==> config.mk <==
export PLATFORM = sky130hd
export DESIGN_NAME = seq_mul_shift_add
export DESIGN_NICKNAME = d
export VERILOG_FILES = /design/src/rtl/seq_mul_shift_add.sv
export SDC_FILE = /design/constraint.sdc
export NUM_CORES = 1
export LEC_CHECK = 0
export BUFFER_PORTS_ARGS = -buffer_cell sky130_fd_sc_hd__buf_2
export CAP_MARGIN = 20
export CORE_AREA = 2 2 165 167
export DETAILED_ROUTE_END_ITERATION = 8
export DIE_AREA = 0 0 167 169
export PLACE_DENSITY_LB_ADDON = 0.15
export SYNTH_ARGS = -nofsm -noshare
export SYNTH_HDL_FRONTEND = slang
export SYNTH_SLANG_ARGS = --single-unit
==> constraint.sdc <==
create_clock -name clk -period 3.7 [get_ports clk]
set_clock_uncertainty 0.05 [all_clocks]
set_input_delay 0.185 -clock clk [delete_from_list [all_inputs] [get_ports clk]]
set_output_delay 0.185 -clock clk [all_outputs]
set_load 0.01 [all_outputs]
==> src/rtl/seq_mul_shift_add.sv <==
`default_nettype none
// ============================================================================
// seq_mul_shift_add: radix-2 shift-add multiplier, signed/unsigned, early exit
// Revision: 1.0
// ============================================================================
module seq_mul_shift_add #(
  parameter int WIDTH     = 16,
  parameter bit SIGNED_EN = 1'b1
) (
  input  logic                 clk,
  input  logic                 rst_n,
  input  logic                 start,
  input  logic                 signed_mode,
  input  logic [WIDTH-1:0]     a,
  input  logic [WIDTH-1:0]     b,
  output logic                 busy,
  output logic                 done,
  output logic [2*WIDTH-1:0]   product
);

  typedef enum logic [1:0] {
    IDLE = 2'd0,
    CALC = 2'd1,
    FIX  = 2'd2
  } state_t;

  state_t               state;
  state_t               state_next;
  logic [2*WIDTH-1:0]   mcand;
  logic [2*WIDTH-1:0]   acc;
  logic [WIDTH-1:0]     mplier;
  logic [WIDTH-1:0]     a_mag;
  logic [WIDTH-1:0]     b_mag;
  logic                 a_neg;
  logic                 b_neg;
  logic                 neg;

  generate
    if (SIGNED_EN) begin : g_sign
      assign a_neg = signed_mode & a[WIDTH-1];
      assign b_neg = signed_mode & b[WIDTH-1];
    end else begin : g_unsigned
      logic unused_signed_mode;
      assign unused_signed_mode = signed_mode;
      assign a_neg = 1'b0;
      assign b_neg = 1'b0;
    end
  endgenerate

  // Magnitude of the most negative value still fits W bits when read unsigned.
  assign a_mag = a_neg ? (~a + 1'b1) : a;
  assign b_mag = b_neg ? (~b + 1'b1) : b;

  always_ff @(posedge clk) begin
    if (!rst_n) state <= IDLE;
    else        state <= state_next;
  end

  always_comb begin
    state_next = state;
    case (state)
      IDLE:    if (start) state_next = CALC;
      CALC:    if (mplier == '0) state_next = FIX;
      FIX:     state_next = IDLE;
      default: state_next = IDLE;
    endcase
  end

  always_ff @(posedge clk) begin
    if (!rst_n) begin
      mcand   <= '0;
      acc     <= '0;
      mplier  <= '0;
      neg     <= 1'b0;
      done    <= 1'b0;
      product <= '0;
    end else begin
      done <= (state == FIX);
      case (state)
        IDLE: begin
          if (start) begin
            mcand  <= {{WIDTH{1'b0}}, a_mag};
            mplier <= b_mag;
            acc    <= '0;
            neg    <= a_neg ^ b_neg;
          end
        end
        CALC: begin
          // Stop as soon as no multiplier bits remain; acc is already final.
          if (mplier != '0) begin
            if (mplier[0]) acc <= acc + mcand;
            mcand  <= mcand << 1;
            mplier <= mplier >> 1;
          end
        end
        FIX: begin
          product <= neg ? (~acc + 1'b1) : acc;
        end
        default: ;
      endcase
    end
  end

  assign busy = (state != IDLE);

endmodule
`default_nettype wire

-- Word level (Yosys, flattened, before mapping)
Index checks and enable logic that the tools add are counted.
- register bits after elaboration: 116
- input bits: 36
- output and inout port bits: 34
- add/sub/neg operators: 4
- equal/unequal tests: 6
- multiplexer cells: 16
- bitwise gates (word level): 6
- reductions and logical operators: 9
- operator list (operator ; count):
    $mux W32 ; 6
    $pmux W32 S2 ; 2
    $mux W16 ; 4
    $add A16 B1 Y16 const B ; 2
    $add A32 B1 Y32 const B ; 1
    $add A32 B32 Y32 ; 1
    $not A16 Y16 ; 2
    $not A32 Y32 ; 1
    $pmux W16 S2 ; 1
    $logic_not A16 Y1 ; 1
    $reduce_bool A16 Y1 ; 1
    $ne A2 B2 Y1 const B ; 4
    $mux W2 ; 2
    $pmux W2 S2 ; 1
    $reduce_and A2 Y1 ; 2
    $reduce_and A4 Y1 ; 1
    $reduce_bool A2 Y1 ; 2
    $reduce_and A3 Y1 ; 1
    $and A1 B1 Y1 ; 2
    $eq A2 B1 Y1 const B ; 1
    $eq A2 B2 Y1 const B ; 1
    $logic_not A2 Y1 ; 1
    $xor A1 B1 Y1 ; 1

-- Depth between registers and ports, before layout
Gate-level depths: netlist (run 1).
- word-level depth: 5
- gate-level depth with buffers: 12

-- Worst setup path before layout (run 1)
OpenSTA, ideal clock, no wires.
- kind: reg2reg
- start: register acc[2]
- end: register product[31]
- setup time: 0.116 ns
- data arrival time: 2.884 ns
- data required time: 3.534 ns
- path slack: 0.650 ns
- stages on the path, launching flop included: 10
- path buffers: 0
- path through: dfxtp_1 or3_4 or4_4 or3_4 or3_4 or3_4 o31ai_2 xor2_1 nand2_1 o211a_1
- cells in the longest elaborated chain, start to end: 3
- RTL lines (item ; RTL line ; RTL):
    start: declaration ; 30 ; logic [2*WIDTH-1:0] acc;
    start signal: assignment ; 91 ; if (mplier[0]) acc <= acc + mcand;
    $not A32 Y32 ; 97 ; product <= neg ? (~acc + 1'b1) : acc;
    $add A32 B1 Y32 ; 97 ;
    $mux W32 ; 97 ;
    end signal: assignment ; 97 ;
    end: declaration ; 18 ; output logic [2*WIDTH-1:0] product
Every way passes these cells.
A chain may end at the register's enable or synchronous reset.

-- Final worst setup path (run 1)
- start: register acc[0]
- end: register acc[30]
- cells in the longest elaborated chain, start to end: 4
- RTL lines (item ; RTL line ; RTL):
    $add A32 B32 Y32 ; 91 ;
    $mux W32 ; 91 ;
    $mux W32 ; 90 ; if (mplier != '0) begin
    $pmux W32 S2 ; 79 ; case (state)
Every way passes these cells. The select of a mux whose other input is x is not followed.

==> results of run 1 <==
-- worst min-delay path, stage by stage --
cell     delay (ns)
buf_2          0.09
xor2_1         0.06
nand2_1        0.07
a21oi_1        0.05
-- per-stage QoR --
stage | setup slack (ns) | hold slack [ns] | area (sq um) | power (mW) | utilization [%]
floorplan | 0.650 | 0.293 | 7270 | 1.75 | -
global placement | 0.395 | 0.422 | 7960 | 1.92 | 30.0
detailed placement | 0.350 | 0.420 | 7960 | 1.92 | 30.0
CTS | 0.319 | 0.0177 | 8540 | 3.57 | 32.2
global route | 0.0170 | 0.0585 | 8540 | 3.69 | 32.2
finish | 0.315 | 0.0408 | 8540 | 3.51 | 32.2
-- cell usage in the layout (no fill, tap or decap), types with 21 or more instances in the layout --
master and instances:
dfxtp_1 116, nand2_1 111, buf_2 69, a21oi_1 67
nor2_1 64, o21ai_0 51, xor2_1 44, nor2b_1 43
ha_1 34, o211a_1 33, xnor2_1 32, nand3_1 32
a21boi_0 23, a211oi_1 22, inv_1 21
-- final cells by class --
| type | instances | area (sq um) |
|---|---|---|
| Clock inverter | 10 | 105 |
| Tap cell | 341 | 427 |
| Clock buffer | 22 | 474 |
| Inverter | 21 | 78.8 |
| Fill cell | 2827 | 18000 |
| Timing Repair Buffer | 80 | 440 |
| Multi-Input combinational cell | 722 | 4690 |
| Sequential cell | 116 | 2320 |
-- power by group through the flow --
| stage | clock network [mW] | registers [mW] | logic [mW] |
|---|---|---|---|
| 4_1_cts | 1.67 | 1.37 | 0.530 |
| 3_5_place_dp | 0 | 1.39 | 0.529 |
| 5_1_grt | 1.72 | 1.38 | 0.591 |
| 2_1_floorplan | 0 | 1.37 | 0.381 |
| 6_report | 1.62 | 1.37 | 0.522 |
| 3_3_place_gp | 0 | 1.39 | 0.531 |
-- Yosys cell counts (32+ instances only) --
cell	number
nor2b_1	45
xor2_1	44
nand3_1	32
nor2_1	64
nand2_1	111
a21oi_1	68
clkbuf_1	45
dfxtp_1	116
o21ai_0	51
xnor2_1	32
o211a_1	33
ha_1	34
-- registers in the layout, summed over array words and instances (netlist names) --
signal and flops:
mcand 32, acc 32, state 2, product 32, mplier 16, done 1, neg 1
-- layer usage --
metal	GRT usage [%]	vias up	routed length (um)
met3	2.38	16	622
met2	19.6	115	7730
met1	21.6	2894	10900
li1	-	3364	-
met5	0	-	0
met4	4.61	0	267
-- worst paths after layout --
check | startpoint | end | slack, ns
max | acc[0]$_SDFFE_PN0P_ | acc[30]$_SDFFE_PN0P_ | 0.31
min reg2reg | mcand[31]$_SDFFE_PN0P_ | mcand[31]$_SDFFE_PN0P_ | 0.42
max reg2reg | acc[0]$_SDFFE_PN0P_ | acc[30]$_SDFFE_PN0P_ | 0.31
min | b[14] | mplier[14]$_SDFFE_PN0P_ | 0.04
-- logic make-up (layout without fill, tap and decap cells) --
| group | Yosys count | in the layout | synth area share [%] |
|---|---|---|---|
| adder cells (fa/ha/maj) | 35 | 35 | 6.13 |
| buffers and inverters | 72 | 133 | 3.79 |
| flip-flops | 116 | 116 | 32.0 |
| multiplexers | 3 | 3 | 0.413 |
| AO/OA/AOI/OAI | 277 | 277 | 26.3 |
| AND/OR/NAND/NOR | 331 | 331 | 22.3 |
| XOR/XNOR | 76 | 76 | 9.16 |
==> out/metrics.sh, run 1 <==
CRIT_REQUIRED_NS=3.92
FINAL_HOLD_VIOL_COUNT=0
SYN-CELL-AREA_SQ_UM=7270
SYNTH_ENABLE_FLOP_CELLS=0
SYNTH-SEQ-CELLS=116
DETAIL_ROUTE.ITER0.VIOLATIONS=461
TIGHTESTPINTRANSITION_NS=1.06
POST_CTS.REPAIR.SETUP_BUFFERS=0
FINAL_LAYOUT_SIZE_SUFFIX_GT1_SHARE_PCT=13.4
ANTENNA_VIOLATIONS_BEFORE_REPAIR=0
AVGROUTEDWIREPERCELL_UM=14.9
RELSLEWSLACK_PCT=29.2
SLOWEST_STAGE='dfxtp_1'
IR_WORST_VDD_mV=0.285
CTS.SINKS=116
FINISH.CELL_COUNT_WITHOUT_FILLERS=1312
POST_CTS.RESIZED_INSTANCES=0
WORST-PATH-STAGES=13
CTS_ROOT_BUFFER='clkbuf_16'
TOP_LEVEL_PORTS=70
FIRST_PASS_ITERS=5
GRT.TOTAL_USAGE_PCT=14.1
SYN2LAYOUT_AREA_GROWTH_PCT=17.5
REPORT.FINAL.SETUP_VIOL=0
LAYOUT_MIN_CYCLE_TIME_NS=3.39
NUMPORTBUFFERS=69
YOSYSUNIQUECELLTYPES=56
MAX_CAP_VIOLATIONS=0
CELL_TOTAL_AFTER_PLACEMENT=1280
COMB_POWER_SHARE_PCT=14.9
VIA_COUNT=6389
DETAILED_PLACE_HPWL_MM=14.4
NUM-NETS-FINAL=1029
SYNTH_AREA_PER_CELL_SQ_UM=7.99
MIN-DELAY-PATH-CLASS='input port to flop'
CLK_PIN_SLEW_WORST_PATHS_NS=0.06
FMAXACHIEVABLE_MHz=295
DIE_H_UM=169
POWER_DENSITY_nW_PER_UM2=411
YS_TOP_CELLS_BY_AREA='dfxtp_1 32%, ha_1 5.9%, nand2_1 5.7%, xor2_1 5.3%, a21oi_1 4.7%'
ANTENNA_CELLS_INSERTED=0
DIE_W_UM=167
TIMING.HOLD.WORST_PATH_DEPTH=4
CRITICAL_PATH_ARRIVAL_NS=3.61
ROUTE.DETAILED.DRC=0
TNS_NS=0
DIEAREA_SQ_UM=28200
ROUTE.DETAILED.VIAS_PER_INST=4.87
YOSYSTOPAREACELL='dfxtp_1'
SYNTHESIS.YOSYS.WARNINGS=0
RSZ_0062_RAISED_AFTER_GLOBAL_ROUTING='no'
ASYNC_FLOP_SHARE_PCT=0
CLK_LAT_WORST_SKEW_NS=0.41
PIN_COUNT_OF_THE_BIGGEST_NET_ENTERING_GLOBAL_ROUTING=60
STARTPOINT_TYPE='flop'
WORST_PATH_LARGEST_CELL_DELAY_NS=0.47
AREA_INSIDE_THE_CORE_BOUNDARY_SQ_UM=26500
CRIT_FAMILY='compound AO/OA/AOI/OAI gates'
POWER.SHARE.SWITCHING_PCT=27.4
REG2REGPATHDEPTH=13
PATH_COMMON_CELL='o211ai_1'
CLOCK_PATH_BUFFERS=2
CTS_HOLD_BUF=0
POWER_FRAC_SEQ_PCT=38.9
LEAKAGE_DISSIPATION_nW=3.78
CLOCK_BUFFERS_CREATED_BY_TRITONCTS=17
P_SWITCHING_mW=0.963
YOSYS_MOST_USED_DFF='dfxtp_1'
ANTENNA_LEFT=0
TIMING.CRITICAL_PATH.CELLS='ha_1 -> inv_1 -> fa_1 -> nand2b_1 -> a21oi_1 -> o211ai_1 -> o21ai_0 -> a31oi_1 -> o31ai_1 -> buf_4 -> a41oi_1 -> mux2i_1 -> o211ai_1'
NETLIST.AREA_LEADER.SHARE_PCT=32.0
MAXIMUM_FANOUT_ALONG_THE_WORST_PATH=7
FIRST_PASS_GRT_WIRE_LENGTH_MM=32.5
CLOCK_POWER_SHARE_PCT=46.2
GLOBALROUTEOVERFLOWTOTAL=0
TIMING.FINAL.MAX_SLEW_VIOLATIONS=0
START_UTIL_PCT=27.4
FINALWIRELENGTH_MM=19.5
P_INT_mW=2.55
FINAL_ESTIMATED_ROUTING_CONGESTION_IN_GLOBAL_PLACEMENT=0.820
HTREEDEPTH=4
POSTSYNTHNETCOUNT=981
NUMBER_OF_GLOBAL_ROUTE_VIAS_BEFORE_REPAIR=6071
CLOCK_TREE_FROM_TRITONCTS='done'
COUNT_OF_BUFFER_AND_INVERTER_CELLS_ON_THE_CRITICAL_PATH=2
CRIT_PATH_END_KIND='flop'
SEQ_AREA_FRAC_SYNTH_PCT=32.0
OUTCOME='completed'
FP-ROW-COUNT=60
CRIT_TYPE='flop to flop'
SYNTHCELLS=910
TCRIT_TCLK_FINAL_PCT=91.5
No activity file was read; power rests on OpenSTA's default activity.
==> inputs of run 2 (changes only) <==
- clock period: 3.7 -> 3.4 ns (I/O delays scaled with it)
==> run 2 against run 1 <==
Total power grew 13%. Sequential power grew 8%. Setup slack lost 0.053 ns. Largest power group unchanged. Critical path type unchanged. Non-clock buffer count grew 14. Via count grew 2.3%. Worst hold slack lost 0.0036 ns. Fmax grew 7.9%. Global-route usage grew 0.23 points. Clock-buffer cell count shrank 1. Die area is the same.
==> out/metrics.sh, run 2 (synthesis gave the netlist of run 1 again) <==
TNS_NS=0  # unchanged
NUMPORTBUFFERS=69  # unchanged
DIE_W_UM=167  # unchanged
CRIT_PATH_END_KIND='flop'  # unchanged
AREA_INSIDE_THE_CORE_BOUNDARY_SQ_UM=26500  # unchanged
FINAL_HOLD_VIOL_COUNT=0  # unchanged
IR_WORST_VDD_mV=0.348  # was 0.285 mV
FP-ROW-COUNT=60  # unchanged
POST_CTS.REPAIR.SETUP_BUFFERS=0  # unchanged
CTS_ROOT_BUFFER='clkbuf_16'  # unchanged
DESIGN_AREA_SQ_UM=8690  # was 8540 sq um
PIN_COUNT_OF_THE_BIGGEST_NET_ENTERING_GLOBAL_ROUTING=60  # unchanged
TIMING.HOLD.WORST_PATH_DEPTH=4  # unchanged
GRT.TOTAL_USAGE_PCT=14.3  # was 14.1%
TOP_LEVEL_PORTS=70  # unchanged
CTS.SINKS=116  # unchanged
NUMBER_OF_GLOBAL_ROUTE_VIAS_BEFORE_REPAIR=6138  # was 6071
DETAIL_ROUTE.ITER0.VIOLATIONS=427  # was 461
P_INT_mW=2.88  # was 2.55 mW
MIN_DELAY_WORST_ENDPOINT='mplier[10]$_SDFFE_PN0P_'  # was mplier[14]$_SDFFE_PN0P_
RRSETUPSLACK_NS=0.26  # was 0.31 ns
R2R_START='acc[2]$_SDFFE_PN0P_'  # was acc[0]$_SDFFE_PN0P_
MAXIMUM_FANOUT_ALONG_THE_WORST_PATH=5  # was 7
WORST_HOLD_STARTPOINT='b[10]'  # was b[14]
RSZ_0062_RAISED_AFTER_GLOBAL_ROUTING='no'  # unchanged
GLOBALROUTEOVERFLOWTOTAL=0  # unchanged
CLOCK_BUFFERS_CREATED_BY_TRITONCTS=17  # unchanged
MAX_CAP_VIOLATIONS=0  # unchanged
FINALWIRELENGTH_MM=19.8  # was 19.5 mm
RELSLEWSLACK_PCT=35.3  # was 29.2%
LAYOUT.CELLS.MOST_COMMON='dfxtp_1'  # unchanged
CRIT_TYPE='flop to flop'  # unchanged
CLK_LAT_WORST_SKEW_NS=0.42  # was 0.41 ns
CRITICAL_PATH_ARRIVAL_NS=3.40  # was 3.61 ns
TIMING.FINAL.MAX_SLEW_VIOLATIONS=0  # unchanged
FIRST_PASS_ITERS=4  # was 5
CLOCK_TREE_FROM_TRITONCTS='done'  # unchanged
NUM-NETS-FINAL=1043  # was 1029
ROUTE.DETAILED.VIAS_PER_INST=4.93  # was 4.87
AVGROUTEDWIREPERCELL_UM=14.9  # about the same
TIGHTESTPINTRANSITION_NS=0.971  # was 1.06 ns
DETAILED_PLACE_HPWL_MM=14.5  # was 14.4 mm
FMAXACHIEVABLE_MHz=319  # was 295 MHz
CLK_PIN_SLEW_WORST_PATHS_NS=0.06  # about the same
FIRST_PASS_GRT_WIRE_LENGTH_MM=32.9  # was 32.5 mm
TOTAL_POWER_mW=3.96  # was 3.51 mW
ANTENNA_VIOLATIONS_BEFORE_REPAIR=0  # unchanged
MIN-DELAY-PATH-CLASS='input port to flop'  # unchanged
DIEAREA_SQ_UM=28200  # unchanged
LAYOUT.CELLS.MOST_COMMON_LIST='116 x dfxtp_1, 111 x nand2_1, 69 x buf_2, 67 x a21oi_1, 64 x nor2_1'  # unchanged
CLOCK_PATH_BUFFERS=2  # unchanged
POWER_DENSITY_nW_PER_UM2=456  # was 411 nW/um^2
SYN2LAYOUT_AREA_GROWTH_PCT=19.5  # was 17.5%
POWER_FRAC_SEQ_PCT=37.4  # was 38.9%
VIA_COUNT=6537  # was 6389
FINAL_ESTIMATED_ROUTING_CONGESTION_IN_GLOBAL_PLACEMENT=0.810  # was 0.820
ANTENNA_LEFT=0  # unchanged
RR_ENDPOINT='product[31]$_SDFFE_PN0P_'  # was acc[30]$_SDFFE_PN0P_
POSTPLACECELLAREA_SQ_UM=8050  # was 7960 sq um
HOLD_WS_NS=0.0372  # was 0.0408 ns
REPORT.FINAL.SETUP_VIOL=0  # unchanged
POWER.SHARE.SWITCHING_PCT=27.4  # about the same
HTREEDEPTH=4  # unchanged
COMB_POWER_SHARE_PCT=14.5  # was 14.9%
OUTCOME='completed'  # unchanged
STARTPOINT_TYPE='flop'  # unchanged
CRIT_REQUIRED_NS=3.66  # was 3.92 ns
LEAKAGE_DISSIPATION_nW=3.87  # was 3.78 nW
DIE_H_UM=169  # unchanged
LARGEST_REGISTERS='acc (32), mcand (32), product (32)'  # unchanged
ROUTE.DETAILED.DRC=0  # unchanged
ANTENNA_CELLS_INSERTED=0  # unchanged
CLOCK_POWER_SHARE_PCT=48.1  # was 46.2%
FINAL_LAYOUT_SIZE_SUFFIX_GT1_SHARE_PCT=14.7  # was 13.4%
LAYOUT_MIN_CYCLE_TIME_NS=3.14  # was 3.39 ns
P_SWITCHING_mW=1.08  # was 0.963 mW
FINAL.FILL_COUNT=2855  # was 2827
REG2REGPATHDEPTH=9  # was 13
START_UTIL_PCT=27.4  # unchanged
TCRIT_TCLK_FINAL_PCT=92.3  # was 91.5%
==> run 2: power groups by stage <==
stage	clock, mW	combinational, mW	sequential, mW
CTS	1.96	0.579	1.48
global placement	0	0.579	1.51
finish	1.91	0.573	1.48
floorplan	0	0.415	1.49
detailed placement	0	0.577	1.51
global route	2.00	0.650	1.49
==> run 2: critical path: stages, from the launching register on <==
cell and delay, ns:
dfxtp_1 0.31, or3_4 0.39, or4_4 0.43, or3_4 0.39, or3_4 0.41, or3_4 0.43, o31ai_2 0.25, xor2_1 0.16
nand2_1 0.06, o211a_1 0.14
==> run 2: repair_timing <==
action                                  CTS  global route
hold buffers                              1             0
gates resized for setup                   0             1
endpoints found under the setup margin    0             1
endpoints found under the hold margin     1             0
==> run 2: metrics by stage <==
stage | util, % | setup WS, ns | cells
6_report | 32.8 | 0.262 | 1326
3_3_place_gp | 30.4 | 0.213 | 1293
2_1_floorplan | - | 0.350 | 910
3_5_place_dp | 30.4 | 0.208 | 1293
5_1_grt | 32.8 | 0.0470 | 1326
4_1_cts | 32.8 | 0.178 | 1326
==> run 2: worst max path at each step <==
stage	endpoint	slack (ns)	cells past startpoint	startpoint
after global placement	acc[30]$_SDFFE_PN0P_	0.21	13	mcand[0]$_SDFFE_PN0P_
after CTS	acc[30]$_SDFFE_PN0P_	0.18	13	mcand[0]$_SDFFE_PN0P_
after global routing	acc[27]$_SDFFE_PN0P_	0.05	10	acc[8]$_SDFFE_PN0P_
after detailed placement	acc[30]$_SDFFE_PN0P_	0.21	13	mcand[0]$_SDFFE_PN0P_
after floorplan	product[31]$_SDFFE_PN0P_	0.35	9	acc[2]$_SDFFE_PN0P_
final	product[31]$_SDFFE_PN0P_	0.26	9	acc[2]$_SDFFE_PN0P_
==> run 2: area by class of cell <==
class                   count  area (sq um)  area share (%)
well taps                 341           427            4.91
inverters                  21          78.8           0.908
repair buffers             94           536            6.17
clock buffers              21           480            5.53
flip-flops and latches    116          2320            26.7
clock inverters            11           149            1.71
multi-input cells         722          4690            54.0
==> run 2: layer usage <==
metal / up-vias / part of all wire [%] / GRT usage [%]
met5: - / 0 / 0
met4: 0 / 1.2 / 4.42
met3: 17 / 3.4 / 2.43
met2: 114 / 40 / 21.0
met1: 3005 / 55 / 21.2
li1: 3401 / - / -
==> inputs of run 3 (changes only) <==
- CORE_AREA: 2 2 165 167 -> 2 2 118 120
- DIE_AREA: 0 0 167 169 -> 0 0 120 122
==> run 3 against run 2 <==
Non-clock buffer count fell by 7. Via count decreased by 1.3%. Clock power down 12%. Sequential power is essentially flat. Fmax grew 0.15%. Worst hold slack lost 0.013 ns. Sequential cell count unchanged. Register-to-register slack is essentially flat. Final cell count is 13% lower.
==> out/metrics.sh, run 3 (synthesis gave the netlist of run 1 again) <==
FP-ROW-COUNT=43  # was 60
GRT.TOTAL_USAGE_PCT=22.7  # was 14.3%
LEAKAGE_DISSIPATION_nW=3.82  # was 3.87 nW
DETAILED_PLACE_HPWL_MM=11.9  # was 14.5 mm
DIE_W_UM=120  # was 167 um
CRIT_PATH_END_KIND='flop'  # unchanged
CRIT_TYPE='flop to flop'  # unchanged
CTS_HOLD_BUF=0  # was 1
OUTCOME='completed'  # unchanged
GLOBALROUTEOVERFLOWTOTAL=0  # unchanged
CTS.SINKS=116  # unchanged
WORST_PATH_LARGEST_CELL_DELAY_NS=0.43  # about the same
CLK_LAT_WORST_SKEW_NS=0.42  # about the same
FIN_WS_NS=0.266  # was 0.262 ns
REPORT.FINAL.SETUP_VIOL=0  # unchanged
MIN-DELAY-PATH-CLASS='input port to flop'  # unchanged
FMAXACHIEVABLE_MHz=319  # about the same
CRIT_FAMILY='simple AND/OR/NAND/NOR gates'  # unchanged
POST_CTS.REPAIR.SETUP_BUFFERS=0  # unchanged
FINAL_HOLD_VIOL_COUNT=0  # unchanged
TNS_NS=0  # unchanged
TIMING.FINAL.MAX_SLEW_VIOLATIONS=0  # unchanged
CLK_PIN_SLEW_WORST_PATHS_NS=0.05  # was 0.06 ns
VIA_COUNT=6449  # was 6537
ANTENNA_VIOLATIONS_BEFORE_REPAIR=0  # unchanged
TCRIT_TCLK_FINAL_PCT=92.2  # was 92.3%
CLOCK_BUFFERS_CREATED_BY_TRITONCTS=17  # unchanged
MAXIMUM_FANOUT_ALONG_THE_WORST_PATH=5  # unchanged
FINALWIRELENGTH_MM=16.1  # was 19.8 mm
FINAL_ESTIMATED_ROUTING_CONGESTION_IN_GLOBAL_PLACEMENT=0.920  # was 0.810
TIMING.CRITICAL_PATH.CELLS='or3_4 -> or4_4 -> or3_4 -> or3_4 -> or3_4 -> o31ai_2 -> xor2_1 -> nand2_1 -> o211a_1'  # unchanged
CLOCK_POWER_SHARE_PCT=45.2  # was 48.1%
LAYOUT_MIN_CYCLE_TIME_NS=3.13  # was 3.14 ns
AREA_INSIDE_THE_CORE_BOUNDARY_SQ_UM=13500  # was 26500 sq um
NUM-NETS-FINAL=1036  # was 1043
RSZ_0062_RAISED_AFTER_GLOBAL_ROUTING='no'  # unchanged
RELSLEWSLACK_PCT=27.7  # was 35.3%
CTS_ROOT_BUFFER='clkbuf_16'  # unchanged
POWER.SHARE.SWITCHING_PCT=26.0  # was 27.4%
DIE_H_UM=122  # was 169 um
CLOCK_TREE_FROM_TRITONCTS='done'  # unchanged
LAYOUT.CELLS.MOST_COMMON='dfxtp_1'  # unchanged
MAX_CAP_VIOLATIONS=0  # unchanged
NUMBER_OF_GLOBAL_ROUTE_VIAS_BEFORE_REPAIR=5563  # was 6138
FINAL_LAYOUT_SIZE_SUFFIX_GT1_SHARE_PCT=13.7  # was 14.7%
HTREEDEPTH=4  # unchanged
STARTPOINT_TYPE='flop'  # unchanged
LAYOUT.CELLS.MOST_COMMON_LIST='116 x dfxtp_1, 111 x nand2_1, 69 x buf_2, 67 x a21oi_1, 64 x nor2_1'  # unchanged
DP_WORST_SETUP_SLACK_NS=0.272  # was 0.208 ns
FIRST_PASS_GRT_WIRE_LENGTH_MM=26.9  # was 32.9 mm
DIEAREA_SQ_UM=14600  # was 28200 sq um
TOP_LEVEL_PORTS=70  # unchanged
CRIT_REQUIRED_NS=3.66  # about the same
LARGEST_REGISTERS='acc (32), mcand (32), product (32)'  # unchanged
DETAIL_ROUTE.ITER0.VIOLATIONS=421  # was 427
AVGROUTEDWIREPERCELL_UM=14.0  # was 14.9 um
ANTENNA_CELLS_INSERTED=0  # unchanged
POWER_DENSITY_nW_PER_UM2=444  # was 456 nW/um^2
P_SWITCHING_mW=0.968  # was 1.08 mW
ANTENNA_LEFT=0  # unchanged
START_UTIL_PCT=53.8  # was 27.4%
P_INT_mW=2.76  # was 2.88 mW
ROUTE.DETAILED.VIAS_PER_INST=5.58  # was 4.93
IR_WORST_VDD_mV=0.400  # was 0.348 mV
ROUTE.DETAILED.DRC=0  # unchanged
SLOWEST_STAGE='or4_4'  # unchanged
TIGHTESTPINTRANSITION_NS=1.08  # was 0.971 ns
POWER_FRAC_SEQ_PCT=39.9  # was 37.4%
COMB_POWER_SHARE_PCT=14.9  # was 14.5%
COUNT_OF_BUFFER_AND_INVERTER_CELLS_ON_THE_CRITICAL_PATH=0  # unchanged
FIRST_PASS_ITERS=5  # was 4
PIN_COUNT_OF_THE_BIGGEST_NET_ENTERING_GLOBAL_ROUTING=64  # was 60
CLOCK_PATH_BUFFERS=2  # unchanged
PATH_COMMON_CELL='or3_4'  # unchanged
NUMPORTBUFFERS=69  # unchanged
CRITICAL_PATH_ARRIVAL_NS=3.39  # was 3.40 ns
SYN2LAYOUT_AREA_GROWTH_PCT=15.3  # was 19.5%
[run 3: final cells by class]
cell class                      instances  area [sq um]
Fill cell                            1261          5130
Multi-Input combinational cell        722          4690
Sequential cell                       116          2320
Clock buffer                           26           519
Timing Repair Buffer                   87           493
Tap cell                              180           225
Inverter                               21          78.8
Clock inverter                          4          45.0
[run 3: final timing paths]
kind,cells after the start,to,from,slack (ns)
setup / recovery,9,product[31]$_SDFFE_PN0P_,acc[2]$_SDFFE_PN0P_,0.27
hold / removal,4,mplier[14]$_SDFFE_PN0P_,b[14],0.02
setup reg to reg,9,product[31]$_SDFFE_PN0P_,acc[2]$_SDFFE_PN0P_,0.27
hold reg to reg,2,mcand[31]$_SDFFE_PN0P_,mcand[31]$_SDFFE_PN0P_,0.43
[run 3: repair_timing]
| item | 4_1_cts | 5_1_grt |
|---|---|---|
| endpoints found under the setup margin | 0 | 1 |
| gates resized for setup | 0 | 1 |
| endpoints found under the hold margin | 0 | 0 |
[run 3: layer usage]
layer | up-vias | GRT usage (%) | wire (um)
met5 | - | 0 | 0
met1 | 2888 | 33.3 | 8490
met2 | 154 | 32.5 | 6560
met4 | 0 | 8.75 | 329
li1 | 3377 | - | -
met3 | 30 | 4.49 | 756
[run 3: metrics by stage]
stage,hold slack (ns),total power [mW],instance area (sq um),utilization (%),instances
floorplan,0.278,1.90,7270,-,910
global placement,0.419,2.06,7810,57.9,1126
detailed placement,0.427,2.07,7810,57.9,1126
CTS,0.00359,3.74,8380,62.0,1156
global route,0.0423,3.89,8380,62.0,1156
finish,0.0244,3.72,8380,62.0,1156
[run 3: power groups by stage]
stage                     combinational, mW  clock, mW  sequential, mW
after floorplan                       0.415          0            1.49
final                                 0.556       1.68            1.49
after detailed placement              0.555          0            1.51
after global placement                0.553          0            1.51
after CTS                             0.557       1.70            1.48
after global routing                  0.624       1.77            1.49
[run 3: tightest hold or removal path: stages]
cell and delay (ns):
buf_2 0.10, xor2_1 0.06, nand2_1 0.06, a21oi_1 0.05
